--- config.mk ---
export PLATFORM = sky130hd
export DESIGN_NAME = mpdmac_job_sched
export DESIGN_NICKNAME = d
export VERILOG_FILES = /design/src/rtl/mpdmac_job_sched.sv
export SDC_FILE = /design/constraint.sdc
export NUM_CORES = 1
export LEC_CHECK = 0
export CORE_AREA = 10 10 188 190
export DETAILED_ROUTE_END_ITERATION = 8
export DIE_AREA = 0 0 198 200
export PLACE_DENSITY = 0.76
export SYNTH_ARGS = -nofsm -noshare
export SYNTH_HDL_FRONTEND = slang
export SYNTH_SLANG_ARGS = --single-unit
--- constraint.sdc ---
create_clock -name clk -period 4.2 [get_ports clk]
set_input_delay 0.84 -clock clk [delete_from_list [all_inputs] [get_ports clk]]
set_output_delay 0.84 -clock clk [all_outputs]
set_load 0.03 [all_outputs]
--- src/rtl/mpdmac_job_sched.sv ---
// rtl/mpdmac_job_sched.sv - two-requester round-robin job scheduler for the transpose DMA engine
//
// Purpose: accepts transfer jobs from two requesters, queues them in a small
// FIFO and issues them one at a time to the DMA engine. Each finished job
// produces a completion record.
//
// Ports:
//   clk, rst                        clock, asynchronous active-high reset
//   reqN_valid_i / reqN_ready_o     requester N job handshake (N = 0, 1)
//   reqN_src_i/dst_i/width_i/tag_i  requester N job fields
//   cmp_valid_o / cmp_ready_i       completion record handshake
//   cmp_tag_o, cmp_id_o, cmp_err_o  completion record fields
//   eng_src_addr_o, eng_dst_addr_o,
//   eng_mat_width_o, eng_start_o    engine command (start is a 1-cycle pulse)
//   eng_done_i                      engine idle flag (low while busy)
//   busy_o                          scheduler FSM is not idle
//   q_cnt_o                         job queue occupancy
module mpdmac_job_sched #(
   parameter int DEPTH  = 4,
   parameter int TAG_W  = 4,
   parameter int ACK_TO = 15
) (
   input  logic                       clk,
   input  logic                       rst,
   input  logic                       req0_valid_i,
   output logic                       req0_ready_o,
   input  logic [31:0]                req0_src_i,
   input  logic [31:0]                req0_dst_i,
   input  logic [5:0]                 req0_width_i,
   input  logic [TAG_W-1:0]           req0_tag_i,
   input  logic                       req1_valid_i,
   output logic                       req1_ready_o,
   input  logic [31:0]                req1_src_i,
   input  logic [31:0]                req1_dst_i,
   input  logic [5:0]                 req1_width_i,
   input  logic [TAG_W-1:0]           req1_tag_i,
   output logic                       cmp_valid_o,
   input  logic                       cmp_ready_i,
   output logic [TAG_W-1:0]           cmp_tag_o,
   output logic                       cmp_id_o,
   output logic                       cmp_err_o,
   output logic [31:0]                eng_src_addr_o,
   output logic [31:0]                eng_dst_addr_o,
   output logic [5:0]                 eng_mat_width_o,
   output logic                       eng_start_o,
   input  logic                       eng_done_i,
   output logic                       busy_o,
   output logic [$clog2(DEPTH):0]     q_cnt_o
);

   localparam int AW = $clog2(DEPTH);
   localparam int CW = $clog2(ACK_TO + 1);

   typedef enum logic [2:0] {
      IDLE, LOAD, ISSUE, WAIT_ACK, WAIT_DONE, REPORT
   } state_t;

   state_t state_q, state_d;

   // Job queue storage
   logic [31:0]      src_mem [DEPTH];
   logic [31:0]      dst_mem [DEPTH];
   logic [5:0]       wid_mem [DEPTH];
   logic [TAG_W-1:0] tag_mem [DEPTH];
   logic             id_mem  [DEPTH];

   logic [AW-1:0]    wr_ptr, rd_ptr;
   logic [AW:0]      q_cnt;
   logic             full, empty;
   logic             last_id;   // requester granted by the most recent accepted push
   logic             push, pop;

   logic [CW-1:0]    ack_cnt;
   logic             ack_timeout;

   assign full  = (q_cnt == (AW+1)'(DEPTH));
   assign empty = (q_cnt == '0);

   // Round-robin: on contention the requester not granted last wins.
   // last_id resets to 0, so requester 1 wins the first contended cycle.
   assign req0_ready_o = !full && req0_valid_i && (!req1_valid_i || last_id);
   assign req1_ready_o = !full && req1_valid_i && (!req0_valid_i || !last_id);
   assign push         = req0_ready_o || req1_ready_o;
   assign pop          = (state_q == LOAD);

   always_ff @(posedge clk) begin
      if (push) begin
         src_mem[wr_ptr] <= req1_ready_o ? req1_src_i   : req0_src_i;
         dst_mem[wr_ptr] <= req1_ready_o ? req1_dst_i   : req0_dst_i;
         wid_mem[wr_ptr] <= req1_ready_o ? req1_width_i : req0_width_i;
         tag_mem[wr_ptr] <= req1_ready_o ? req1_tag_i   : req0_tag_i;
         id_mem[wr_ptr]  <= req1_ready_o;
      end
   end

   always_ff @(posedge clk or posedge rst) begin
      if (rst) begin
         wr_ptr  <= '0;
         rd_ptr  <= '0;
         q_cnt   <= '0;
         last_id <= 1'b0;
      end else begin
         if (push) begin
            wr_ptr  <= wr_ptr + 1'b1;
            last_id <= req1_ready_o;
         end
         if (pop) begin
            rd_ptr <= rd_ptr + 1'b1;
         end
         case ({push, pop})
            2'b10:   q_cnt <= q_cnt + 1'b1;
            2'b01:   q_cnt <= q_cnt - 1'b1;
            default: q_cnt <= q_cnt;
         endcase
      end
   end

   // Next-state logic
   always_comb begin
      state_d     = state_q;
      ack_timeout = 1'b0;
      case (state_q)
         IDLE:      if (!empty) state_d = LOAD;
         LOAD:      state_d = (wid_mem[rd_ptr] == 6'd0) ? REPORT : ISSUE;
         ISSUE:     state_d = WAIT_ACK;
         WAIT_ACK: begin
            if (!eng_done_i) begin
               state_d = WAIT_DONE;
            end else if (ack_cnt == CW'(ACK_TO - 1)) begin
               // The counter reaching ACK_TO-1 here means this is the
               // ACK_TO-th cycle spent waiting, so REPORT lands ACK_TO
               // cycles after WAIT_ACK entry.
               state_d     = REPORT;
               ack_timeout = 1'b1;
            end
         end
         WAIT_DONE: if (eng_done_i) state_d = REPORT;
         REPORT:    if (cmp_ready_i) state_d = IDLE;
         default:   state_d = IDLE;
      endcase
   end

   always_ff @(posedge clk or posedge rst) begin
      if (rst) begin
         state_q         <= IDLE;
         ack_cnt         <= '0;
         eng_src_addr_o  <= '0;
         eng_dst_addr_o  <= '0;
         eng_mat_width_o <= '0;
         cmp_tag_o       <= '0;
         cmp_id_o        <= 1'b0;
         cmp_err_o       <= 1'b0;
      end else begin
         state_q <= state_d;
         if (state_q == ISSUE) begin
            ack_cnt <= '0;
         end else if (state_q == WAIT_ACK && eng_done_i && !ack_timeout) begin
            ack_cnt <= ack_cnt + 1'b1;
         end
         if (state_q == LOAD) begin
            eng_src_addr_o  <= src_mem[rd_ptr];
            eng_dst_addr_o  <= dst_mem[rd_ptr];
            eng_mat_width_o <= wid_mem[rd_ptr];
            cmp_tag_o       <= tag_mem[rd_ptr];
            cmp_id_o        <= id_mem[rd_ptr];
            cmp_err_o       <= (wid_mem[rd_ptr] == 6'd0);
         end else if (ack_timeout) begin
            cmp_err_o <= 1'b1;
         end
      end
   end

   assign eng_start_o = (state_q == ISSUE);
   assign cmp_valid_o = (state_q == REPORT);
   assign busy_o      = (state_q != IDLE);
   assign q_cnt_o     = q_cnt;

endmodule

==> flow_summary.ini <==
[route]
drt_drc_violations_left = 0
antenna_left = 0
viasPerCell = 5.47
drt_pre_antenna_iters = 4
avgRoutedWirePerCell_microns = 23.7
route.vias.total = 7788
drtIter0Drc = 472
wirelength_mm = 33.7

[sta]
min_period_ns = 3.59
timing.setup.tns_ns = 0
final-hold-violation-count = 0
slew_headroom_pct = 42.8
max_freq_ghz = 0.279
period_share_pct = 85.5
rsz0062_at_grt = no
finalSetupViolations = 0
maxSlewViolCount = 0
post-route-worst-setup-slack_ns = 0.611
max_slew.worst_pin.slew_ns = 0.856
final.setup_skew_ns = 0.0174

[setup_path]
path_cells = clkdlybuf4s50_1 -> inv_1 -> o211ai_1 -> inv_1 -> clkdlybuf4s50_1
critical-path-max-stage-delay_ns = 0.68
worstSetupPathDepth = 5
setup.worst_path.class = input port to output pin
worst_setup_path_start_kind = input port
critPathArrivalTime_ns = 2.75
worst_path_max_delay_cell = clkdlybuf4s50_1
crit_fanout = 5
worst_r2r_startpoint = rd_ptr[0]
reg2reg_depth = 4
crit_required_ns = 3.36
critical_path_buf_inv_count = 4
cp-startpoint = req0_valid_i
critical-path-top-delay-family = buffers and inverters
endpoint_kind = output pin

[hold_path]
hp-start = eng_src_addr_o[29]
min_path_type = flop to flop
worstHoldPathCells = 1

[placement]
dp.cells = 1347
gp_congestion = 0.739
count_of_input_and_output_buffers = 237
place_worst_setup_slack_ns = 0.625
dp.final_hpwl_mm = 20.6

[floorplan]
design.core.area_sq_um = 31400
num_io_pins = 238
initial_utilization_pct = 48.9
chipWidth_microns = 198
dieArea_sq_um = 39600
die_height_microns = 200
core.rowCount = 65

[synthesis]
synth.ff_latch_count = 391
syn_avg_cell_area_sq_um = 21.2
synth_area_sq_um = 15300
yosys.cell_types.count = 39
synth_sequential_area_ratio_pct = 73.5
synth_top_flop_cell = edfxtp_1
synth_enable_flop_cells = 300
synthDominantCellAreaShare_pct = 58.7
netlist_top_cells_area = edfxtp_1 (59%), dfrtp_1 (15%), mux2_2 (11%)
ys_async_sr_fraction_pct = 23.3
synthesis.nets = 887
post_synth_inst_count = 725
post-synth-top-area-cell = edfxtp_1
synth_warnings = 0

[clocking]
ctsHoldBuffers = 0
ctsHtreeMaxLevel = 2
clock_path_buffers = 3
clock_tree.root_cell = clkbuf_16
post_cts_resize_count = 0
number_of_clock_sinks = 391
cts.clk_slew.worst_paths_ns = 0.06
tritoncts.num_buffers = 40
post-cts-setup-buffer-count = 0
tritoncts_clock_tree = done
clk-insertion-delay-late_ns = 0.52

[global_route]
grt_max_degree = 76
initial_antenna_violation_count = 2
grt_pass1_vias = 8817
track_usage_pct = 17.3
grt_remaining_overflow = 0
first_pass_grt_wire_length_mm = 52.3

[cells_and_area]
fin_util_pct = 62.4
area.growth.synth_to_final_pct = 27.6
drive_above_1_share_pct = 30.7
layout.nets = 1149
fin_cells = 1423

[power]
power_leakage_nw = 6.83
worst_ir_drop_vdd_v = 0.000528
power.total_mw = 15.4
power_per_cell_area_nw_per_um2 = 788

[job]
max_cap_viol_count = 0

[status]
run_status = finished, final reports clean
-- worst paths after layout --
| check | slack, ns | to |
|---|---|---|
| setup / recovery | 0.61 | req1_ready_o |
| hold / removal | 0.50 | eng_src_addr_o[29] |
| setup reg to reg | 1.74 | state_q[1] |
| hold reg to reg | 0.50 | eng_src_addr_o[29] |
| max in group asynchronous | 2.61 | eng_dst_addr_o[10] |
| min in group asynchronous | 0.80 | eng_src_addr_o[5] |
-- power by group --
part	leakage (nW)	switching, mW	total (mW)	internal [mW]
Sequential	3.85	0.696	6.52	5.82
Clock	0.636	1.42	3.45	2.03
Combinational	2.34	2.82	5.47	2.64
Total	6.83	4.94	15.4	10.5
-- cells in the final DEF, fill, tap and decap left out, drive strengths merged, types with 5 or more instances in the layout --
master	instances
nor2b	5
mux4	75
buf	17
clkbuf	49
inv	13
clkinv	18
edfxtp	300
mux2	150
xnor2	6
nand2	6
dfrtp	91
clkdlybuf4s50	237
nor2	9
ha	7
-- sequential cells by signal (all words and copies together) (netlist names), 2 cells and up --
name	flops
dst_mem	128
src_mem	128
eng_dst_addr_o	32
eng_src_addr_o	32
wid_mem	24
tag_mem	16
eng_mat_width_o	6
ack_cnt	4
cmp_tag_o	4
id_mem	4
q_cnt_o	3
state_q	3
rd_ptr	2
wr_ptr	2
-- stage by stage --
| step | area (sq um) | hold WS, ns |
|---|---|---|
| floorplan | 15300 | 0.498 |
| global placement | 18300 | 0.488 |
| detailed placement | 18300 | 0.495 |
| CTS | 19600 | 0.508 |
| global route | 19600 | 0.515 |
| finish | 19600 | 0.503 |
-- cell type report --
cell class / count / area, sq um
Antenna cell: 2 / 5.00
Clock buffer: 49 / 1090
Clock inverter: 25 / 206
Fill cell: 2218 / 11800
Inverter: 11 / 43.8
Multi-Input combinational cell: 289 / 3890
Sequential cell: 391 / 11300
Tap cell: 402 / 503
Timing Repair Buffer: 254 / 2560
-- cell families after synthesis --
family / after synthesis / synth area share [%]
fa+ha+maj: 8 / 0.701
simple gates: 33 / 1.21
buf+inv: 45 / 1.36
xor+xnor: 9 / 0.514
mux: 227 / 22.1
flops: 391 / 73.5
compound gates: 12 / 0.546
-- cells in the mapped netlist, types with 2 or more instances --
cell      count
ha_1          7
mux2i_1       2
xnor2_1       6
buf_6         2
mux4_2       75
nor4_1        2
nor2b_1       5
inv_1        11
mux2_2      150
edfxtp_1    300
buf_1         2
xor2_1        3
clkbuf_1     10
nor2_1        9
a21oi_1       3
dfrtp_1      91
buf_2        20
nand2_1       6
-- routing by layer --
layer	GRT usage, %	wire, microns	vias to the layer above	part of all wire (%)
li1	-	-	3449	-
met1	22.1	14000	4033	41
met2	29.4	16600	264	49
met3	4.50	2510	42	7.4
met4	3.64	560	0	1.7
met5	0	0	-	0
No activity file was read; power rests on OpenSTA's default activity.
